File: config.mk
export PLATFORM = sky130hd
export DESIGN_NAME = load_store_unit
export DESIGN_NICKNAME = d
export VERILOG_FILES = /design/src/rtl/lsu_pkg.sv /design/src/rtl/load_align.sv /design/src/rtl/load_store_unit.sv
export SDC_FILE = /design/constraint.sdc
export NUM_CORES = 1
export LEC_CHECK = 0
export BUFFER_PORTS_ARGS = -buffer_cell sky130_fd_sc_hd__buf_4
export CAP_MARGIN = 20
export CORE_ASPECT_RATIO = 0.8
export CORE_MARGIN = 2
export CORE_UTILIZATION = 55
export DETAILED_ROUTE_END_ITERATION = 12
export PLACE_DENSITY_LB_ADDON = 0.25
export RECOVER_POWER = 25
export SYNTH_ARGS = -nofsm -noshare
export SYNTH_HDL_FRONTEND = slang
export SYNTH_SLANG_ARGS = --single-unit
File: constraint.sdc
create_clock -name clk -period 5.3 [get_ports clk]
set_input_delay 0.265 -clock clk [delete_from_list [all_inputs] [get_ports clk]]
set_output_delay 0.265 -clock clk [all_outputs]
set_load 0.1 [all_outputs]
File: src/rtl/lsu_pkg.sv
// Shared types for the load/store unit: RV32I width codes and FSM states.
// Optional misalignment trap is enabled with `define MISALIGN_TRAP_EN.
package lsu_pkg;

  typedef enum logic [2:0] {
    F3_B  = 3'b000,
    F3_H  = 3'b001,
    F3_W  = 3'b010,
    F3_BU = 3'b100,
    F3_HU = 3'b101
  } width_e;

  typedef enum logic [2:0] {
    IDLE,
    RD_REQ,
    RD_DATA,
    MERGE,
    WR
  } state_e;

endpackage

File: src/rtl/load_align.sv
// Load lane select plus sign/zero extension for LB/LH/LW/LBU/LHU.
// Pure combinational; undefined width codes return zero.
module load_align
  import lsu_pkg::*;
(
  input  logic [31:0] word,
  input  logic [1:0]  off,
  input  logic [2:0]  funct3,
  output logic [31:0] data
);

  logic [7:0]  b;
  logic [15:0] h;

  always_comb begin
    b    = word[{off, 3'b000} +: 8];
    h    = off[1] ? word[31:16] : word[15:0];
    data = '0;
    unique case (1'b1)
      (funct3 == F3_B):  data = {{24{b[7]}}, b};
      (funct3 == F3_H):  data = {{16{h[15]}}, h};
      (funct3 == F3_W):  data = word;
      (funct3 == F3_BU): data = {24'h0, b};
      (funct3 == F3_HU): data = {16'h0, h};
      default:           data = '0;
    endcase
  end

endmodule

File: src/rtl/load_store_unit.sv
// RV32I load/store unit on a word-wide synchronous data memory port.
// `define MISALIGN_TRAP_EN adds the fault output and misaligned traps.
module load_store_unit
  import lsu_pkg::*;
#(
  parameter int ADDR_WIDTH = 32
) (
  input  logic                  clk,
  input  logic                  rst_n,
  input  logic                  req_valid,
  output logic                  req_ready,
  input  logic                  req_we,
  input  logic [2:0]            funct3,
  input  logic [ADDR_WIDTH-1:0] addr,
  input  logic [31:0]           wdata,
  output logic                  rsp_valid,
  output logic [31:0]           rdata,
  output logic                  mem_we,
  output logic [ADDR_WIDTH-1:0] mem_a,
  output logic [31:0]           mem_wd,
`ifdef MISALIGN_TRAP_EN
  output logic                  fault,
`endif
  input  logic [31:0]           mem_rd
);

  state_e                state_q, state_d;
  logic [ADDR_WIDTH-1:0] addr_q;
  logic [31:0]           wd_q;
  logic [2:0]            f3_q;
  logic                  we_q;
  logic [31:0]           rdata_q;
  logic                  err_q;
  logic                  accept;
  logic                  undef;
  logic                  bad;
  logic [31:0]           ld_data;
  logic [31:0]           merged;

  assign accept = req_valid & req_ready;

  assign undef = req_we ? (funct3 > 3'b010)
                        : (funct3 == 3'b011) || (funct3[2:1] == 2'b11);

`ifdef MISALIGN_TRAP_EN
  logic mis;
  logic flt_q;

  assign mis = ((funct3[1:0] == 2'b01) & addr[0])
             | ((funct3 == F3_W) & (|addr[1:0]));
  assign bad   = undef | mis;
  assign fault = flt_q;

  always_ff @(posedge clk or negedge rst_n) begin
    if (!rst_n) flt_q <= 1'b0;
    else        flt_q <= accept & mis & ~undef;
  end
`else
  assign bad = undef;
`endif

  load_align u_align (
    .word   (mem_rd),
    .off    (addr_q[1:0]),
    .funct3 (f3_q),
    .data   (ld_data)
  );

  // Sub-word store: drop the new lane into the word just read back.
  always_comb begin
    merged = mem_rd;
    if (f3_q[0]) begin
      if (addr_q[1]) merged[31:16] = wd_q[15:0];
      else           merged[15:0]  = wd_q[15:0];
    end else begin
      merged[{addr_q[1:0], 3'b000} +: 8] = wd_q[7:0];
    end
  end

  always_comb begin
    state_d = state_q;
    unique case (state_q)
      IDLE: begin
        if (accept && !bad)
          state_d = (req_we && funct3 == F3_W) ? WR : RD_REQ;
      end
      RD_REQ:  state_d = we_q ? MERGE : RD_DATA;
      RD_DATA: state_d = IDLE;
      MERGE:   state_d = WR;
      WR:      state_d = IDLE;
      default: state_d = IDLE;
    endcase
  end

  always_ff @(posedge clk or negedge rst_n) begin
    if (!rst_n) begin
      state_q <= IDLE;
      addr_q  <= '0;
      wd_q    <= '0;
      f3_q    <= '0;
      we_q    <= 1'b0;
      rdata_q <= '0;
      err_q   <= 1'b0;
    end else begin
      state_q <= state_d;
      err_q   <= accept & bad;
      if (accept) begin
        addr_q <= addr;
        wd_q   <= wdata;
        f3_q   <= funct3;
        we_q   <= req_we;
      end
      if (state_q == MERGE)   wd_q    <= merged;
      if (state_q == RD_DATA) rdata_q <= ld_data;
    end
  end

  // err_q holds off acceptance for the cycle the no-access response shows.
  assign req_ready = (state_q == IDLE) && !err_q;
  assign rsp_valid = (state_q == RD_DATA) || (state_q == WR) || err_q;
  assign rdata     = (state_q == RD_DATA) ? ld_data : rdata_q;
  assign mem_we    = (state_q == WR);
  assign mem_wd    = (state_q == WR) ? wd_q : 32'h0;
  assign mem_a     = {addr_q[ADDR_WIDTH-1:2], 2'b00};

endmodule

==> results of run 1 <==
[cell usage in the layout, fill, tap and decap left out, types with 2 or more instances in the layout]
cell type,instances
buf_4,175
nand2_1,167
dfrtp_1,104
and2_1,34
clkbuf_1,30
mux2i_1,29
o21ai_0,25
nand3_1,23
a221oi_1,23
a21oi_1,22
a21o_1,14
nand4_2,10
nor2b_1,10
a211o_1,9
clkbuf_16,9
o2bb2ai_1,8
nand4_1,7
a211oi_1,7
mux2_2,7
a22oi_1,7
a221o_1,7
nand2b_1,6
o21ai_1,6
o211ai_1,6
inv_1,5
ha_1,5
nor2_1,3
nor3b_1,2
nor3b_2,2
o22a_1,2
nand3b_1,2
or3_1,2
and3b_1,2
nor4bb_1,2
conb_1,2
clkinv_2,2
inv_6,2
[state kept, by name (all words and copies together) (netlist names)]
name / count
state_q: 3
err_q: 1
wd_q: 32
rdata_q: 32
we_q: 1
f3_q: 3
addr_q: 32
[critical path, delay by kind of cell, from the launching register on]
family                 cells  cell delay, ns
multiplexers               1            0.17
flip-flops                 1            0.87
buffers and inverters      1            0.34
AND/OR/NAND/NOR            3            1.22
[final cells by class]
| cell class | count | area (µm²) | share of cell area [%] |
|---|---|---|---|
| Clock buffer | 10 | 239 | 3.18 |
| Inverter | 5 | 18.8 | 0.250 |
| Multi-Input combinational cell | 467 | 2910 | 38.8 |
| Timing Repair Buffer | 210 | 1490 | 19.8 |
| Tap cell | 144 | 180 | 2.40 |
| Sequential cell | 104 | 2600 | 34.7 |
| Clock inverter | 6 | 65.1 | 0.867 |
[metal layers]
metal	part of all wire [%]	global-route usage (%)
met5	0	0
met4	1.8	8.14
met3	12	9.68
met2	45	49.6
met1	41	45.9
[kinds of logic (layout without fill, tap and decap cells)]
logic type | Yosys count | count (layout)
other | 1 | 2
flip-flops | 104 | 104
AND/OR/NAND/NOR | 282 | 282
AO/OA/AOI/OAI | 141 | 141
buffers and inverters | 90 | 231
multiplexers | 37 | 37
adder cells (fa/ha/maj) | 5 | 5
[how the worst max path moves through the flow]
stage | to | startpoint | depth (start not counted)
finish | rdata[31] | addr_q[1] | 5
floorplan | rdata_q[10] | f3_q[0] | 5
global route | wd_q[31] | rst_n | 3
CTS | rdata[30] | state_q[1] | 4
detailed placement | wd_q[31] | addr_q[1] | 6
global placement | wd_q[31] | addr_q[1] | 6
[repair_timing]
action,in CTS,in global routing
hold buffers,1,0
endpoints found under the hold margin,46,0
setup endpoints to repair,0,0
[metrics by stage]
stage / hold WS (ns) / util [%]
floorplan: -0.0306 / -
global placement: 0.308 / 67.4
detailed placement: 0.320 / 67.5
CTS: 0.0846 / 70.5
global route: 0.0852 / 69.7
finish: 0.0894 / 69.7
==> impl_results.md, run 1 <==
- Core area: roughly 11000 µm²
- Global route overflow: 0
- Hold depth: 3
- Async S/R FF share, synth: 100%
- Post-DRT Antenna Nets: 0
- Post-synth top cells: nand2_1 (168), dfrtp_1 (104), and2_1 (34), buf_4 (33), mux2i_1 (29)
- First-pass DRT Iterations: 5
- Most frequent cell after synthesis: nand2_1
- Slew @ Worst Pin: 2.66 ns
- Largest net degree at the start of global routing: 59
- Synth area leaders: dfrtp_1 (43%), nand2_1 (10%), mux2i_1 (4.8%), buf_4 (4.1%), and2_1 (3.5%)
- Type of origin of the critical path: register
- Die area: approximately 12000 µm²
- Die Height: 97.5 µm
- CP peak stage delay: between 0.8 and 0.9 ns
- Fin. Hold Viols: 0
- Mux cell area share after synthesis: 6.52%
- Cell count after synthesis: 660
- Top FF cell, synth: dfrtp_1
- Worst r2r path cells: 7
- Warning count from the yosys run: 0
- Largest family of logic cells by synthesized area: simple AND/OR/NAND/NOR gates
- Initial antenna violation count: 0
- Post-DP Area: approximately 7300 µm²
- Fill cell count: roughly 800
- Reg2Reg Setup Slack: 2.18 ns
- Post-cts resize count: 0
- Die width: around 120 µm
- Dpl cells: 927
- Global-route wire length before repair: 29800 µm
- Post-Syn Area: between 6000 and 7000 µm²
- Count of final setup violators: 0
- CP arrival: 2.97 ns
- Register area share after synthesis: a little over two fifths
- Syn Area/Cell: roughly 9.1 µm²
- Clk_lat worst skew: between 0.3 and 0.4 ns
- Vias per inst: around 6.0
- Min-Delay Path Class: in2reg
- Max-cap violations: 1
- CP cell instances: mux2i_1 -> nor2_1 -> nand3_1 -> nand4_1 -> buf_4
- Max H-tree Level: 3
- Setup slack at placement: 2.04 ns
- F_max: 309 MHz
- Design area: 7500 µm²
- Slowest CP cell: dfrtp_1
- Max clock buf depth: 2
- Post-synth EDFFs: 0
- Post-synth top area share: 43.3%
- Xor/xnor share of the synthesized area: 0%
- Final #Nets: around 910
- Status: finished with violations
- Final WS setup: 2.06 ns
- CP Class: reg2out
- Distinct cells, synth: 53
- CTS tree: built
- Max FO, Critical Path: 27
- Violated checks: max-capacitance violations, max-slew violations
- IO Port Bufs: roughly 200
- WL final: 18600 µm
- Required time of the critical path: 5.04 ns
- Root buf cell: clkbuf_16
- DR WL/cell: ~20 µm
- Post-synth top area cell: dfrtp_1
- Total GRT Usage: ~33%
- Synth Area in Adders: 1.04%
- I/O pin cnt: 202
- Slew Viols, Final: 48
- Final period utilization: 61.1%
- R2R Path Start: addr_q[1]
- Headroom to the max-slew limit: -77.4%
- Share of cells above drive strength 1: 27.8%
- Worst Setup End Kind: output port
- Post-route DRC: 0
- Reg2reg end: wd_q[20]
- RSZ-0062 raised after global routing: no
- Final non-filler cell total: approximately 950
- Setup bufs post-CTS: 0
- CTS sink cnt: 104
- DR vias: 5691
- Final HPWL DP: about 14000 µm
- Clock skew: around 0.0085 ns
- Hold Crit Start: addr[4]
- TNS Setup: 0 ns
- Clock Pin Slew Worst Setup and Hold Paths: roughly 0.070 ns
- Via count of the first global-routing pass: 5636
- DR iter-0 viols: between 400 and 500
- Yosys reg bits: 104
- Synth Area in Simple Gates: 23.7%
- Compound-Gate Fraction of Synth Area: between 10% and 20%
- Num CTS Buffers: 9
- Tmin final: between 3 and 4 ns
- Area grow syn2layout: 24.9%
- RD Place Congestion: 0.952
- Starting Density: 55.8%
- Core Rows: 34
- Inserted Diodes: 0
- WHS Endpoint: addr_q[4]
Power of run 1 is not shown: default switching activity piles up to over one toggle a cycle in this logic, so the estimate is an artifact.
==> inputs of run 2 (changes only) <==
CORE_UTILIZATION = 46   (was 55)
clock period = 2.78 ns   (was 5.3 ns; I/O delays follow)
==> run 2 against run 1 <==
The run now ends clean; final area rose by 6.0%; wire length increased by 1.8%; core utilization shrank 7.7 points; cell count rose by 7.4%; setup slack got worse by 2.0 ns; via count rose by 0.60%; sequential share of layout area shrank 2.0 points; register-to-register slack got worse by 1.8 ns; global-route usage down 5.7 points; count of clock-buffer cells in the layout is the same; largest cell class unchanged.
==> impl_results.md, run 2 (synthesized netlist as in run 1, its figures left out) <==
- Initial antenna violation count: 0
- WL final: 19000 µm
- Inserted Diodes: 0
- Dpl cells: 969
- Post-DRT Antenna Nets: 0
- Root buf cell: clkbuf_16
- Slew @ Worst Pin: 1.32 ns
- Final HPWL DP: 13900 µm
- Total GRT Usage: 26.9%
- DR vias: 5725
- Tmin final: 2.71 ns
- Fin. Hold Viols: 0
- Vias per inst: around 5.6
- Headroom to the max-slew limit: 11.8%
- Largest net degree at the start of global routing: 54
- Via count of the first global-routing pass: between 5000 and 6000
- Area grow syn2layout: 32.5%
- Max-cap violations: 0
- RD Place Congestion: 0.925
- Max clock buf depth: 2
- Most common library cell in the layout ignoring fill and taps: buf_4
- CTS tree: built
- CP cell instances: or4b_2 -> o22ai_4 -> a221oi_1 -> o21ai_2 -> buf_4
- IO Port Bufs: 199
- CP Class: reg2out
- Count of final setup violators: 0
- CP arrival: 2.57 ns
- Die Height: 106 µm
- I/O pin cnt: 202
- Slowest CP cell: or4b_2
- Top Family by Delay on Critical Path: simple AND/OR/NAND/NOR gates
- Setup slack at placement: 0.410 ns
- Worst Setup End Kind: output port
- DR WL/cell: 18.7 µm
- Post-route DRC: 0
- Max FO, Critical Path: 12
- Clk_lat worst skew: 0.35 ns
- Num CTS Buffers: 9
- Starting Density: 46.8%
- First-pass DRT Iterations: 8
- Largest regs: addr_q x32, rdata_q x32, wd_q x32
- Slew Viols, Final: 0
- Die area: 14000 µm²
- Crit path buf inv count: 1
- Min-Delay Path Class: in2reg
- Status: finished, final reports clean
- Final WS setup: approximately 0.067 ns
- Core Rows: 37
- Clock Pin Slew Worst Setup and Hold Paths: 0.06 ns
- Final non-filler cell total: 1016
- Share of cells above drive strength 1: 29.5%
- Clock skew: 0.00636 ns
- DR iter-0 viols: just over 400
- Max H-tree Level: 3
- Setup bufs post-CTS: 0
- F_max: between 300 and 400 MHz
- Core area: about 13000 µm²
- Global route overflow: 0
- Final period utilization: 97.6%
- CTS sink cnt: 104
- Required time of the critical path: around 2.6 ns
- Final #Nets: 944
- Type of origin of the critical path: register
- CP peak stage delay: 0.77 ns
- Global-route wire length before repair: 29500 µm
- Die width: 132 µm
- Most frequent cells in the layout: buf_4 (193), nand2_1 (167), dfrtp_1 (104), and2_1 (33), dlygate4sd3_1 (31)
## run 2: per-layer routing
| metal | wire [µm] | GRT usage [%] |
|---|---|---|
| met5 | 0 | 0 |
| met4 | 507 | 8.77 |
| met2 | 8740 | 42.3 |
| met1 | 8220 | 36.6 |
| met3 | 1500 | 6.96 |
## run 2: cell type report
class	instances	area, µm²
clock buffers	10	229
clock inverters	6	60.1
fillers	1128	4870
inverters	5	18.8
multi-input cells	467	2970
flip-flops and latches	104	2600
well taps	175	219
repair buffers	249	1850
## run 2: path summary, 6_finish.rpt
check / start / to / slack, ns / cells after the start
setup / recovery: f3_q[0] / rdata[8] / 0.07 / 5
setup reg to reg: f3_q[0] / wd_q[12] / 0.37 / 4
hold reg to reg: rdata_q[14] / rdata_q[14] / 0.47 / 2
hold / removal: addr[0] / addr_q[0] / 0.01 / 3
min in group asynchronous: rst_n / rdata_q[29] / 0.61 / 2
max in group asynchronous: rst_n / rdata_q[11] / 1.01 / 3
## run 2: through the flow
step / cell area [µm²] / hold slack [ns] / TNS [ns] / util [%]
final: 7960 / 0.0135 / 0 / 62.0
after global routing: 7960 / 0.0131 / -0.0152 / 62.0
after CTS: 8040 / 0.000485 / 0 / 62.7
after detailed placement: 7440 / 0.216 / 0 / 58.0
after global placement: 7440 / 0.201 / 0 / 58.0
after floorplan: 6090 / -0.157 / -0.157 / -
## run 2: what timing repair did
action	4_1_cts	5_1_grt
setup endpoints to repair	0	25
hold endpoints to repair	81	0
hold buffers	31	0
resized for setup	0	2
## run 2: tightest hold or removal path, stage by stage
cell and delay (ns):
buf_4 0.08, nand2_1 0.04, o21ai_0 0.06
Power of run 2 is left out for the same reason.
==> inputs of run 3 (changes only) <==
CELL_PAD_IN_SITES_DETAIL_PLACEMENT = 0   (was not set)
CELL_PAD_IN_SITES_GLOBAL_PLACEMENT = 2   (was not set)
CORE_ASPECT_RATIO = not set   (was 0.8)
CORE_UTILIZATION = 27   (was 46)
==> run 3 against run 2 <==
Worst hold slack better by 0.0047 ns; final area is 2.2% higher; sequential share of layout area fell by 0.70 points; clock skew is 0.0026 ns higher; wire length rose by 12%; count of clock-buffer cells in the layout unchanged; register-to-register slack barely moved.
==> impl_results.md, run 3 (synthesized netlist as in run 1, its figures left out) <==
- Status: finished, final reports clean
- IO Port Bufs: about 200
- Most common library cell in the layout ignoring fill and taps: buf_4
- Max-cap violations: 0
- First-pass DRT Iterations: 4
- Worst Setup End Kind: output port
- Die width: about 150 µm
- Clock Pin Slew Worst Setup and Hold Paths: about 0.07 ns
- Post-route DRC: 0
- Fin. Hold Viols: 0
- WL final: 21300 µm
- Fin Hold WS: 0.0182 ns
- Max clock buf depth: 2
- Die Height: around 150 µm
- Final period utilization: 96.1%
- Top Family by Delay on Critical Path: simple AND/OR/NAND/NOR gates
- CP peak stage delay: 0.77 ns
- Required time of the critical path: between 2 and 3 ns
- Clock skew: 0.00897 ns
- Final #Nets: 947
- Starting Density: between 20 and 30%
- Via count of the first global-routing pass: about 5700
- Slew Viols, Final: 0
- Die area: 23500 µm²
- Min-Delay Path Class: in2reg
- Area grow syn2layout: 35.4%
- Setup slack at placement: between 0.3 and 0.4 ns
- CP arrival: about 2.5 ns
- CP cell instances: or4b_2 -> o22ai_4 -> a221oi_1 -> o21ai_2 -> buf_4
- Core Rows: 54
- Root buf cell: clkbuf_16
- Clk_lat worst skew: 0.35 ns
- Tmin final: 2.67 ns
- F_max: 374 MHz
- Final WS setup: 0.107 ns
- RSZ-0062 raised after global routing: no
- Slowest CP cell: or4b_2
- DR iter-0 viols: 344
- Global-route wire length before repair: around 33000 µm
- Max H-tree Level: 3
- I/O pin cnt: ~200
- DR WL/cell: about 19 µm
- Initial antenna violation count: 0
- Largest net degree at the start of global routing: 50
- RD Place Congestion: 0.830
- Largest regs: addr_q x32, rdata_q x32, wd_q x32
- Crit path buf inv count: 1
- CTS sink cnt: 104
- Vias per inst: 4.96
- Type of origin of the critical path: register
- Count of final setup violators: 0
- Slew @ Worst Pin: 1.30 ns
- Global route overflow: 0
- Post-DRT Antenna Nets: 0
- Total GRT Usage: 18.1%
- Max FO, Critical Path: 12
- Share of cells above drive strength 1: 29.6%
- Num CTS Buffers: 9
- Core area: 21800 µm²
- Final HPWL DP: 15900 µm
- CTS tree: built
- Most frequent cells in the layout: buf_4 (192), nand2_1 (167), dfrtp_1 (104), and2_1 (33), dlygate4sd3_1 (33)
- Inserted Diodes: 0
- Headroom to the max-slew limit: 13.4%
- CP Class: reg2out
- DR vias: 5577
-- run 3: cell count changes in the layout (fill, tap and decap cells not counted), sizes merged, moves of 2 or more --
cell / change
dlygate4sd3: +2
buf: +2
clkinv: -2
clkinvlp: +2
-- run 3: timing repair --
| item | in CTS | in global routing |
|---|---|---|
| endpoints found under the hold margin | 77 | 1 |
| resized for setup | 0 | 2 |
| hold buffers | 32 | 1 |
| setup buffers | 0 | 0 |
| endpoints found under the setup margin | 0 | 8 |
-- run 3: area by class of cell --
type | count | area [µm²]
repair buffers | 252 | 1910
clock buffers | 10 | 229
multi-input cells | 467 | 2970
fillers | 2281 | 13700
clock inverters | 6 | 43.8
flip-flops and latches | 104 | 2600
well taps | 280 | 350
inverters | 5 | 18.8
-- run 3: layer usage --
| metal | vias up | wire length (µm) | global-route usage, % |
|---|---|---|---|
| met3 | 20 | 1250 | 4.14 |
| met2 | 186 | 10300 | 29.9 |
| li1 | 2648 | - | - |
| met5 | - | 0 | 0 |
| met4 | 0 | 401 | 5.20 |
| met1 | 2723 | 9280 | 23.6 |
-- run 3: metrics by stage --
step                std cells  utilization, %  instance area, µm²  setup TNS (ns)
floorplan                 661               -                6090          -0.157
global placement         1075            34.8                7600               0
detailed placement       1075            34.8                7600               0
CTS                      1123            37.6                8200               0
global route             1124            37.3                8130               0
finish                   1124            37.3                8130               0
-- run 3: worst paths after layout --
path                                  from          end  slack, ns  cells after the start
worst min register to register  addr_q[11]   addr_q[11]       0.48                      2
min in group asynchronous            rst_n  rdata_q[10]       0.58                      2
worst min-delay path             funct3[0]      f3_q[0]       0.02                      3
max in group asynchronous            rst_n     wd_q[11]       1.07                      3
worst max register to register   addr_q[0]      wd_q[3]       0.36                      7
worst max-delay path               f3_q[0]    rdata[13]       0.11                      5
-- run 3: tightest hold or removal path: stages --
cell,delay [ns]
buf_4,0.10
nand2_1,0.05
nand2_1,0.05
Power of run 3 is left out for the same reason.
